## src/rtl/systolic_feeder_pkg.sv

```systemverilog
// systolic_feeder_pkg: shared types and constants
// for the systolic array operand feeder.
package systolic_feeder_pkg;

  typedef enum logic [1:0] {
    S_IDLE,
    S_FETCH,
    S_DRAIN
  } state_t;

  localparam int A_W    = 8;
  localparam int LEFT_W = 9;
  localparam int B_W    = 8;

  // Cycles for the last skewed element to cross the grid.
  function automatic int drain_len(
    input int rows,
    input int cols
  );
    return rows + cols - 1;
  endfunction

endpackage

```

## src/rtl/systolic_feeder_skew_delay.sv

```systemverilog
// skew_delay: DEPTH-stage data+valid register chain,
// data forced to zero whenever valid is low.
module skew_delay #(
  parameter int DEPTH = 1,
  parameter int W     = 8
) (
  input  logic         clk,
  input  logic         rst_n,
  input  logic         i_vld,
  input  logic [W-1:0] i_data,
  output logic [W-1:0] o_data
);

  logic [W-1:0] w_in;

  assign w_in = i_vld ? i_data : '0;

  generate
    if (DEPTH == 0) begin : g_pass
      assign o_data = w_in;
    end else begin : g_chain
      logic [DEPTH-1:0][W-1:0] r_d;
      logic [DEPTH-1:0]        r_v;

      // Shift data and valid one stage per cycle.
      always_ff @(posedge clk or negedge rst_n) begin
        if (!rst_n) begin
          r_d <= '0;
          r_v <= '0;
        end else begin
          r_d[0] <= w_in;
          r_v[0] <= i_vld;
          for (int s = 1; s < DEPTH; s++) begin
            r_d[s] <= r_d[s-1];
            r_v[s] <= r_v[s-1];
          end
        end
      end

      assign o_data = r_v[DEPTH-1] ? r_d[DEPTH-1] : '0;
    end
  endgenerate

endmodule

```

## src/rtl/systolic_feeder.sv

```systemverilog
// systolic_feeder: fetches A columns / B rows and drives
// skewed edge streams plus row clears into the PE grid.
module systolic_feeder
  import systolic_feeder_pkg::*;
#(
  parameter int ROWS = 4,
  parameter int COLS = 4,
  parameter int KW   = 8
) (
  input  logic                   clk,
  input  logic                   rst_n,
  input  logic                   start,
  input  logic [KW-1:0]          k_len,
  input  logic [LEFT_W-1:0]      input_offset,
  output logic                   a_ren,
  output logic [KW-1:0]          a_addr,
  input  logic [ROWS*A_W-1:0]    a_rdata,
  output logic                   b_ren,
  output logic [KW-1:0]          b_addr,
  input  logic [COLS*B_W-1:0]    b_rdata,
  output logic [ROWS*LEFT_W-1:0] left_out,
  output logic [COLS*B_W-1:0]    top_out,
  output logic [ROWS-1:0]        pe_rst_out,
  output logic                   busy,
  output logic                   done
);

  localparam int DONE_CNT = drain_len(ROWS, COLS) + 1;

  state_t            r_state;
  state_t            w_next;
  logic [KW-1:0]     r_cnt;
  logic [KW-1:0]     r_klen;
  logic [LEFT_W-1:0] r_off;
  logic              r_vld;
  logic              r_first;
  logic              r_zdone;
  logic              w_fetch;
  logic              w_done;
  logic              w_last_k;

  assign w_last_k = (r_cnt == r_klen - KW'(1));

  // State register.
  always_ff @(posedge clk or negedge rst_n) begin
    if (!rst_n) r_state <= S_IDLE;
    else        r_state <= w_next;
  end

  // Next state and fetch/done decode.
  always_comb begin
    w_next  = r_state;
    w_fetch = 1'b0;
    w_done  = 1'b0;
    unique case (r_state)
      S_IDLE: begin
        if (start && (k_len != '0))
          w_next = S_FETCH;
      end
      S_FETCH: begin
        w_fetch = 1'b1;
        if (w_last_k) w_next = S_DRAIN;
      end
      S_DRAIN: begin
        if (r_cnt == KW'(DONE_CNT)) begin
          w_done = 1'b1;
          w_next = S_IDLE;
        end
      end
      default: w_next = S_IDLE;
    endcase
  end

  // Job parameters, k/drain counter, read-return tags.
  always_ff @(posedge clk or negedge rst_n) begin
    if (!rst_n) begin
      r_cnt   <= '0;
      r_klen  <= '0;
      r_off   <= '0;
      r_vld   <= 1'b0;
      r_first <= 1'b0;
      r_zdone <= 1'b0;
    end else begin
      r_vld   <= w_fetch;
      r_first <= w_fetch && (r_cnt == '0);
      r_zdone <= (r_state == S_IDLE) && start
                 && (k_len == '0);
      unique case (r_state)
        S_IDLE: begin
          r_cnt <= '0;
          if (start) begin
            r_klen <= k_len;
            r_off  <= input_offset;
          end
        end
        S_FETCH: r_cnt <= w_last_k ? '0 : r_cnt + KW'(1);
        S_DRAIN: r_cnt <= r_cnt + KW'(1);
        default: r_cnt <= '0;
      endcase
    end
  end

  assign a_ren  = w_fetch;
  assign b_ren  = w_fetch;
  assign a_addr = w_fetch ? r_cnt : '0;
  assign b_addr = w_fetch ? r_cnt : '0;
  assign busy   = (r_state != S_IDLE) && !w_done;
  assign done   = w_done | r_zdone;

  genvar gi;
  generate
    for (gi = 0; gi < ROWS; gi++) begin : g_row
      logic [LEFT_W-1:0] w_sum;
      logic [LEFT_W:0]   w_lo;
      assign w_sum = {a_rdata[gi*A_W+A_W-1],
                      a_rdata[gi*A_W +: A_W]} + r_off;
      skew_delay #(
        .DEPTH(gi),
        .W    (LEFT_W + 1)
      ) u_dly (
        .clk   (clk),
        .rst_n (rst_n),
        .i_vld (r_vld),
        .i_data({r_first, w_sum}),
        .o_data(w_lo)
      );
      assign left_out[gi*LEFT_W +: LEFT_W] = w_lo[LEFT_W-1:0];
      assign pe_rst_out[gi] = w_lo[LEFT_W];
    end

    for (gi = 0; gi < COLS; gi++) begin : g_col
      skew_delay #(
        .DEPTH(gi),
        .W    (B_W)
      ) u_dly (
        .clk   (clk),
        .rst_n (rst_n),
        .i_vld (r_vld),
        .i_data(b_rdata[gi*B_W +: B_W]),
        .o_data(top_out[gi*B_W +: B_W])
      );
    end
  endgenerate

endmodule

```

## config.mk

```make
export PLATFORM = sky130hd
export DESIGN_NAME = systolic_feeder
export DESIGN_NICKNAME = d
export VERILOG_FILES = /design/src/rtl/systolic_feeder_pkg.sv /design/src/rtl/systolic_feeder_skew_delay.sv /design/src/rtl/systolic_feeder.sv
export SDC_FILE = /design/constraint.sdc
export NUM_CORES = 1
export LEC_CHECK = 0
export BUFFER_PORTS_ARGS = -buffer_cell sky130_fd_sc_hd__buf_2
export CAP_MARGIN = 20
export CORE_UTILIZATION = 46
export CTS_BUF_LIST = sky130_fd_sc_hd__clkbuf_2
export DETAILED_ROUTE_END_ITERATION = 12
export GPL_TIMING_DRIVEN = 0
export PLACE_DENSITY = 0.74
export SETUP_SLACK_MARGIN = 0.02
export SLEW_MARGIN = 20
export SYNTH_ARGS = -nofsm -noshare
export SYNTH_HDL_FRONTEND = slang
export SYNTH_HIERARCHICAL = 1
export SYNTH_SLANG_ARGS = --single-unit
```

## constraint.sdc

```tcl
create_clock -name clk -period 2.5 [get_ports clk]
set_input_delay 0.5 -clock clk [delete_from_list [all_inputs] [get_ports clk]]
set_output_delay 0.5 -clock clk [all_outputs]
set_load 0.05 [all_outputs]
```

==> metrics.json, run 1 <==
{
  "drt": {
    "dr.pass1.iters": 4,
    "totalWireLength_microns": 15400,
    "num_vias": 4909,
    "drcViolationCount": 0,
    "wire_per_inst_microns": 15.1,
    "route.antenna.remaining_nets": 0,
    "drt-initial-drc-count": 170,
    "detail_route.vias_per_cell": 4.81
  },
  "floorplanning": {
    "dieArea_sq_mm": 0.0152,
    "fp.dieH_microns": 123,
    "die_x_microns": 123,
    "initial_core_util_pct": 47.9,
    "std_cell_rows": 43,
    "core-area_sq_mm": 0.0141,
    "pin_count": 176
  },
  "placement": {
    "gp_congestion": 0.825,
    "detailedPlacementHpwl_microns": 10300,
    "port_buffers": 175,
    "placedInstanceArea_sq_mm": 0.00794
  },
  "setup_path": {
    "timing_worst_setup_path_type": "flop to output port",
    "cpMaxStageDelayCell": "sky130_fd_sc_hd__dfrtp_2",
    "crit-reg2reg-launch": "r_klen[1]$_DFFE_PN0P_",
    "worstPathArrival_ns": 2.71,
    "worstPathBufferInverterCount": 1,
    "timing.critical_path.max_delay_family": "compound AO/OA/AOI/OAI gates",
    "setup.worst_path.start_class": "flop",
    "worst_ep_required_time_ns": 2.00,
    "timing.critical_path.from": "r_off[1]$_DFFE_PN0P_",
    "critical_path_peak_fanout": 3,
    "worstSetupEndpointType": "output port",
    "max_stage_delay_ns": 0.49,
    "cp_cell_sequence": "ha_4 -> a21o_1 -> a21oi_2 -> nand2b_1 -> a21boi_2 -> o41a_1 -> xor2_1 -> and2_4 -> buf_8"
  },
  "synth": {
    "synth.avg_cell_area_sq_um": 12.0,
    "postSynth.topFlopCell": "sky130_fd_sc_hd__dfrtp_1",
    "yosys.area_share.simple_pct": 19.3,
    "share_of_async_settable_or_async_resettable_flops_after_synthesis_pct": 100,
    "number_of_enable_flip_flop_cells_after_synthesis": 0,
    "ys.warnings.count": 6,
    "postSynthCellCount": 563,
    "synth_adder_area_share_pct": 8.23,
    "syn-num-nets": 689,
    "synth_top_family_by_area": "simple AND/OR/NAND/NOR gates",
    "synth-seq-cells": 150,
    "syn-cell-area_sq_mm": 0.00675,
    "synthMuxAreaShare_pct": 3.06,
    "synth_cell_types": 41,
    "synth_compound_area_share_pct": 5.36,
    "post_synth_xor_area_fraction_pct": 5.58,
    "share_of_the_yosys_chip_area_belonging_to_registers_pct": 55.6
  },
  "sta": {
    "tightestPinTransition_ns": 0.544,
    "setup_repair_after_global_routing_missed_its_margin": "yes",
    "report.final.setup_viol": 10,
    "drv_slew": 0,
    "worst_clock_skew_ns": 0.0301,
    "timing.final.hold_violations": 0,
    "max_slew_margin_pct": 63.7,
    "post-route-min-period_ns": 3.21,
    "layout_setup_ws_ns": -0.709,
    "timing.final.crit_share_pct": 128,
    "max_clock_freq_mhz": 312
  },
  "final_layout": {
    "area_delta_synth_final_pct": 36.5,
    "final_core_util_pct": 65.3,
    "layout_filler_cell_count": 1068,
    "finalInstanceArea_sq_mm": 0.00921,
    "proportion_of_layout_cells_with_a_drive_suffix_above_1_pct": 38.3,
    "nNetsFinal": 951
  },
  "run_status": {
    "status": "finished with violations",
    "failed_checks": "setup timing"
  },
  "power": {
    "irDropWorstVdd_mv": 1.00,
    "power.density_mw_per_mm2": 1260,
    "leakage_nw": 4.58
  },
  "clock_network": {
    "cts_htree_levels": 4,
    "clk_path_buf_depth": 2,
    "cts.clk_slew.worst_paths_ns": 0.22,
    "clockRootBuffer": "sky130_fd_sc_hd__clkbuf_2",
    "clk_latency_ns": 0.67,
    "clock_sink_count": 150,
    "tritoncts": "done",
    "cts_made_buffers": 17
  },
  "min_path": {
    "worst_hold_startpoint": "a_rdata[16]",
    "hold_path_class": "primary input to flop"
  },
  "global_route": {
    "grt_overflow_total": 0,
    "first_global_vias": 5106,
    "grt_overall_usage_pct": 21.2,
    "grt_start_max_net_pins": 107,
    "antenna_found_initial": 4,
    "first_pass_grt_wire_length_microns": 24200
  },
  "run": {
    "timing.max_cap.violations": 0
  }
}
metal layers:
metal	routed length (microns)	global-route usage (%)
met3	758	5.26
met2	8000	36.9
met5	13	0
met1	6360	25.5
met4	314	7.91
sequential cells by signal, indices dropped and copies added (netlist names):
name / cells
r_klen: 8
r_vld: 1
r_cnt: 8
r_off: 9
g_col.u_dly/g_chain.r_d: 48
g_row.u_dly/g_chain.r_d: 60
g_col.u_dly/g_chain.r_v: 6
r_state: 2
r_first: 1
g_row.u_dly/g_chain.r_v: 6
r_zdone: 1
stage by stage:
stage | setup WS [ns] | instances | hold slack, ns | power, W | setup TNS [ns]
2_1_floorplan | 0.00494 | 563 | 0.204 | 0.00802 | 0
3_3_place_gp | -1.02 | 918 | 0.331 | 0.00914 | -153.61
3_5_place_dp | -0.461 | 920 | 0.335 | 0.00942 | -1.34
4_1_cts | -0.835 | 1005 | 0.0000546 | 0.0114 | -4.49
5_1_grt | -0.917 | 1020 | 0.0520 | 0.0124 | -6.36
6_report | -0.709 | 1021 | 0.152 | 0.0116 | -3.74
placed cells by master (no fill, tap or decap), types with 4 or more instances in the layout:
master and n:
sky130_fd_sc_hd__buf_4 31, sky130_fd_sc_hd__clkinvlp_4 5, sky130_fd_sc_hd__a21oi_1 8, sky130_fd_sc_hd__nand3_1 5, sky130_fd_sc_hd__dfrtp_1 139, sky130_fd_sc_hd__xor2_1 12, sky130_fd_sc_hd__inv_2 4, sky130_fd_sc_hd__nor3_1 10
sky130_fd_sc_hd__nand2b_1 5, sky130_fd_sc_hd__buf_6 15, sky130_fd_sc_hd__a21o_1 5, sky130_fd_sc_hd__nor2_1 27, sky130_fd_sc_hd__or3_1 5, sky130_fd_sc_hd__ha_4 4, sky130_fd_sc_hd__buf_2 148, sky130_fd_sc_hd__a21oi_2 4
sky130_fd_sc_hd__dlygate4sd3_1 42, sky130_fd_sc_hd__o21ai_0 6, sky130_fd_sc_hd__clkbuf_2 19, sky130_fd_sc_hd__dfrtp_2 10, sky130_fd_sc_hd__mux2_2 17, sky130_fd_sc_hd__and2_4 9, sky130_fd_sc_hd__nand2_1 7, sky130_fd_sc_hd__buf_8 15
sky130_fd_sc_hd__nor2_4 4, sky130_fd_sc_hd__xnor2_1 30, sky130_fd_sc_hd__nor2b_1 7, sky130_fd_sc_hd__inv_1 22, sky130_fd_sc_hd__and2_1 123, sky130_fd_sc_hd__ha_1 33
path summary, 6_finish.rpt:
path / end / slack (ns) / cells after the start
hold / removal: g_row[2].u_dly/g_chain.r_d[0]$_DFF_PN0_ / 0.15 / 3
max in group asynchronous: r_klen[0]$_DFFE_PN0P_ / 1.40 / 3
min in group asynchronous: g_col[3].u_dly/g_chain.r_d[1]$_DFF_PN0_ / 0.27 / 2
setup / recovery: left_out[7] / -0.71 / 9
setup reg to reg: r_state[0]$_DFFE_PN0P_ / 0.06 / 7
hold reg to reg: g_row[2].u_dly/g_chain.r_d[18]$_DFF_PN0_ / 0.35 / 0
logic make-up after synthesis:
| family | Yosys count |
|---|---|
| xor gates and xnor gates | 43 |
| DFF | 150 |
| adders and majority gates | 42 |
| AOI/OAI and AO/OA | 49 |
| muxes | 18 |
| buffers and inverters | 41 |
| and+or+nand+nor | 220 |
tightest hold or removal path, cell delays in order:
cell and delay (ns):
sky130_fd_sc_hd__buf_2 0.08, sky130_fd_sc_hd__ha_1 0.11, sky130_fd_sc_hd__and2_1 0.12
synth_stat cells (all sizes together), types with 2 or more instances:
master   count  area [sq um]
dfrtp      150          3750
and2       132           826
ha          38           475
nor2        32           120
xnor2       31           272
inv         28           105
mux2        18           206
a21oi       12          60.1
o21ai       12          63.8
xor2        12           105
nor3        11          60.1
buf         10          71.3
a21boi       8          60.1
nand2        8          30.0
nor2b        8          50.1
a21o         5          37.5
nand2b       5          31.3
nand3        5          25.0
nor4         5          61.3
or3          5          31.3
fa           4          80.1
clkbuf       3          11.3
nand3b       3          22.5
o41a         3          33.8
a2bb2oi      2          23.8
and3         2          12.5
o211ai       2          15.0
or3b         2          17.5
what timing repair did:
action,CTS,global route
pin swaps,14,21
cloned,0,0
hold buffers,34,8
gates resized for setup,66,67
setup buffers,21,5
hold endpoints to repair,77,9
endpoints found under the setup margin,45,43
cell type report:
class                           count  area (sq um)  area share, %
Multi-Input combinational cell    372          2980           32.4
Antenna cell                        3          7.51         0.0815
Tap cell                          180           225           2.45
Sequential cell                   150          3770           40.9
Clock buffer                       19          95.1           1.03
Buffer                             11          97.6           1.06
Inverter                           28           113           1.22
Clock inverter                     13           146           1.59
Timing Repair Buffer              245          1770           19.3
report_power, final:
part	switching, W	internal [W]
sequential	0.000513	0.00330
combinational	0.00376	0.00265
clock	0.000863	0.000477
total	0.00513	0.00643
Power figures use the tool's default switching activity.
==> inputs of run 2 (changes only) <==
--- a/config.mk
+++ b/config.mk
@@ -7,6 +7,7 @@
 export LEC_CHECK = 0
 export BUFFER_PORTS_ARGS = -buffer_cell sky130_fd_sc_hd__buf_2
 export CAP_MARGIN = 20
+export CORE_ASPECT_RATIO = 1.2
 export CORE_UTILIZATION = 46
 export CTS_BUF_LIST = sky130_fd_sc_hd__clkbuf_2
 export DETAILED_ROUTE_END_ITERATION = 12
==> metrics.json, run 2 (synthesis gave the netlist of run 1 again) <==
{
  "clock_network": {
    "tritoncts": "done",
    "clk_latency_ns": 0.72,
    "cts_htree_levels": 4,
    "cts_made_buffers": 17,
    "clk_path_buf_depth": 2,
    "clockRootBuffer": "sky130_fd_sc_hd__clkbuf_2",
    "clock_sink_count": 150,
    "cts.clk_slew.worst_paths_ns": 0.22
  },
  "power": {
    "power.density_mw_per_mm2": 1250,
    "power.total_w": 0.0116,
    "irDropWorstVdd_mv": 0.648,
    "leakage_nw": 4.62
  },
  "setup_path": {
    "r2r_slack_ns": 0.10,
    "timing_worst_setup_path_type": "flop to output port",
    "critical_path_peak_fanout": 4,
    "worstPathArrival_ns": 2.80,
    "r2r_cells": 8,
    "setup.worst_path.start_class": "flop",
    "crit-reg2reg-launch": "r_klen[0]$_DFFE_PN0P_",
    "reg2reg_to": "r_state[0]$_DFFE_PN0P_",
    "worst_ep_required_time_ns": 2.00,
    "worstSetupEndpointType": "output port"
  },
  "min_path": {
    "worst_hold_startpoint": "a_rdata[8]",
    "min_path_cells": 3,
    "whs_endpoint": "g_row[1].u_dly/g_chain.r_d[0]$_DFF_PN0_",
    "hold_path_class": "primary input to flop"
  },
  "final_layout": {
    "multi_input_area_sq_mm": 0.00300,
    "mostFrequentLayoutCell": "sky130_fd_sc_hd__buf_2",
    "nNetsFinal": 954,
    "sequential_cell_area_sq_mm": 0.00377,
    "largest_regs": "g_row.u_dly/g_chain.r_d (60), g_col.u_dly/g_chain.r_d (48), r_off (9)",
    "most-common-layout-cells": "sky130_fd_sc_hd__buf_2 (146), sky130_fd_sc_hd__dfrtp_1 (141), sky130_fd_sc_hd__and2_1 (123)",
    "area_delta_synth_final_pct": 37.5,
    "layout_filler_cell_count": 1088,
    "layout.cells.non_filler": 1019,
    "largest_reg_flops": 60,
    "regMostFlops": "g_row.u_dly/g_chain.r_d",
    "proportion_of_layout_cells_with_a_drive_suffix_above_1_pct": 38.4,
    "final_core_util_pct": 64.6
  },
  "placement": {
    "placement.setup.worst_slack_ns": -0.388,
    "detailedPlacementHpwl_microns": 10400,
    "gp_congestion": 0.885,
    "placed_cells_incl_taps": 915,
    "port_buffers": 175
  },
  "sta": {
    "layout_setup_ws_ns": -0.800,
    "max_slew_margin_pct": 64.1,
    "worst_clock_skew_ns": 0.0436,
    "max_clock_freq_mhz": 303,
    "timing.final.crit_share_pct": 132,
    "tightestPinTransition_ns": 0.539,
    "report.final.setup_viol": 13,
    "fin_worst_hold_slack_ns": 0.122,
    "drv_slew": 0,
    "timing.final.hold_violations": 0,
    "post-route-min-period_ns": 3.30,
    "setup_repair_after_global_routing_missed_its_margin": "yes"
  },
  "drt": {
    "num_vias": 4957,
    "dr.pass1.iters": 4,
    "detail_route.vias_per_cell": 4.86,
    "route.antenna.remaining_nets": 0,
    "drcViolationCount": 0,
    "totalWireLength_microns": 15400,
    "drt-initial-drc-count": 160,
    "wire_per_inst_microns": 15.1
  },
  "floorplanning": {
    "die_x_microns": 113,
    "initial_core_util_pct": 47.0,
    "core-area_sq_mm": 0.0144,
    "std_cell_rows": 48,
    "pin_count": 176,
    "dieArea_sq_mm": 0.0152,
    "fp.dieH_microns": 135
  },
  "run_status": {
    "failed_checks": "setup timing",
    "status": "finished with violations"
  },
  "run": {
    "timing.max_cap.violations": 0
  },
  "global_route": {
    "grt_overall_usage_pct": 21.3,
    "grt_start_max_net_pins": 97,
    "grt_overflow_total": 0,
    "antenna_found_initial": 3,
    "first_global_vias": 5293,
    "first_pass_grt_wire_length_microns": 24800
  }
}
run 2: cell count changes in the layout (fill, tap and decap cells not counted), sizes merged:
cell / delta
bufinv: -1
buf: +2
inv: +3
clkbuf: -1
run 2: worst max-delay path, stage by stage (launching register included):
cell	delay [ns]
sky130_fd_sc_hd__dfrtp_2	0.49
sky130_fd_sc_hd__clkinvlp_4	0.13
sky130_fd_sc_hd__fa_2	0.38
sky130_fd_sc_hd__nor2b_2	0.14
sky130_fd_sc_hd__o21ai_2	0.09
sky130_fd_sc_hd__a21boi_2	0.18
sky130_fd_sc_hd__o21ai_2	0.09
sky130_fd_sc_hd__a21oi_2	0.16
sky130_fd_sc_hd__xnor2_1	0.14
sky130_fd_sc_hd__and2_4	0.17
sky130_fd_sc_hd__buf_8	0.14
run 2: worst max-delay path by stage:
stage | startpoint | endpoint | cells after the start
global placement | rst_n | g_col[3].u_dly/g_chain.r_d[16]$_DFF_PN0_ | 1
detailed placement | a_rdata[0] | left_out[8] | 12
finish | r_off[1]$_DFFE_PN0P_ | left_out[8] | 10
global route | r_off[1]$_DFFE_PN0P_ | left_out[8] | 10
CTS | r_off[1]$_DFFE_PN0P_ | left_out[8] | 10
floorplan | a_rdata[0] | left_out[8] | 10
run 2: repair_timing:
item | in CTS | in global routing
setup endpoints to repair | 44 | 44
buffers inserted | 17 | 12
hold buffers | 42 | 0
resized for setup | 97 | 38
pin swaps | 18 | 27
hold endpoints to repair | 96 | 0
run 2: routing by layer:
| metal | vias to the layer above | wire (microns) | share of wire [%] | global-route usage, % |
|---|---|---|---|---|
| li1 | 2374 | - | - | - |
| met1 | 2392 | 5980 | 39 | 23.9 |
| met2 | 150 | 8160 | 53 | 37.6 |
| met3 | 41 | 694 | 4.5 | 5.39 |
| met4 | 0 | 556 | 3.6 | 11.0 |
| met5 | - | 0 | 0 | 0 |
run 2: report_power, final:
| part | leakage, nW | switching [W] | internal (W) |
|---|---|---|---|
| Clock | 0.133 | 0.000938 | 0.000385 |
| Combinational | 2.59 | 0.00373 | 0.00270 |
| Sequential | 1.90 | 0.000511 | 0.00330 |
run 2: stage by stage:
step	cell area (sq um)	setup TNS [ns]
3_3_place_gp	7870	-163.80
3_5_place_dp	7930	-1.21
5_1_grt	9270	-7.15
6_report	9280	-4.41
2_1_floorplan	6770	0
4_1_cts	9040	-5.65
run 2: area by class of cell:
| class | count | area share, % |
|---|---|---|
| sequential | 150 | 40.6 |
| tap | 175 | 2.36 |
| antenna | 3 | 0.0809 |
| clock buffer | 17 | 0.917 |
| multi-input combinational | 372 | 32.3 |
| inverter | 28 | 1.21 |
| timing repair buffer | 248 | 19.9 |
| buffer | 11 | 1.05 |
| clock inverter | 15 | 1.56 |
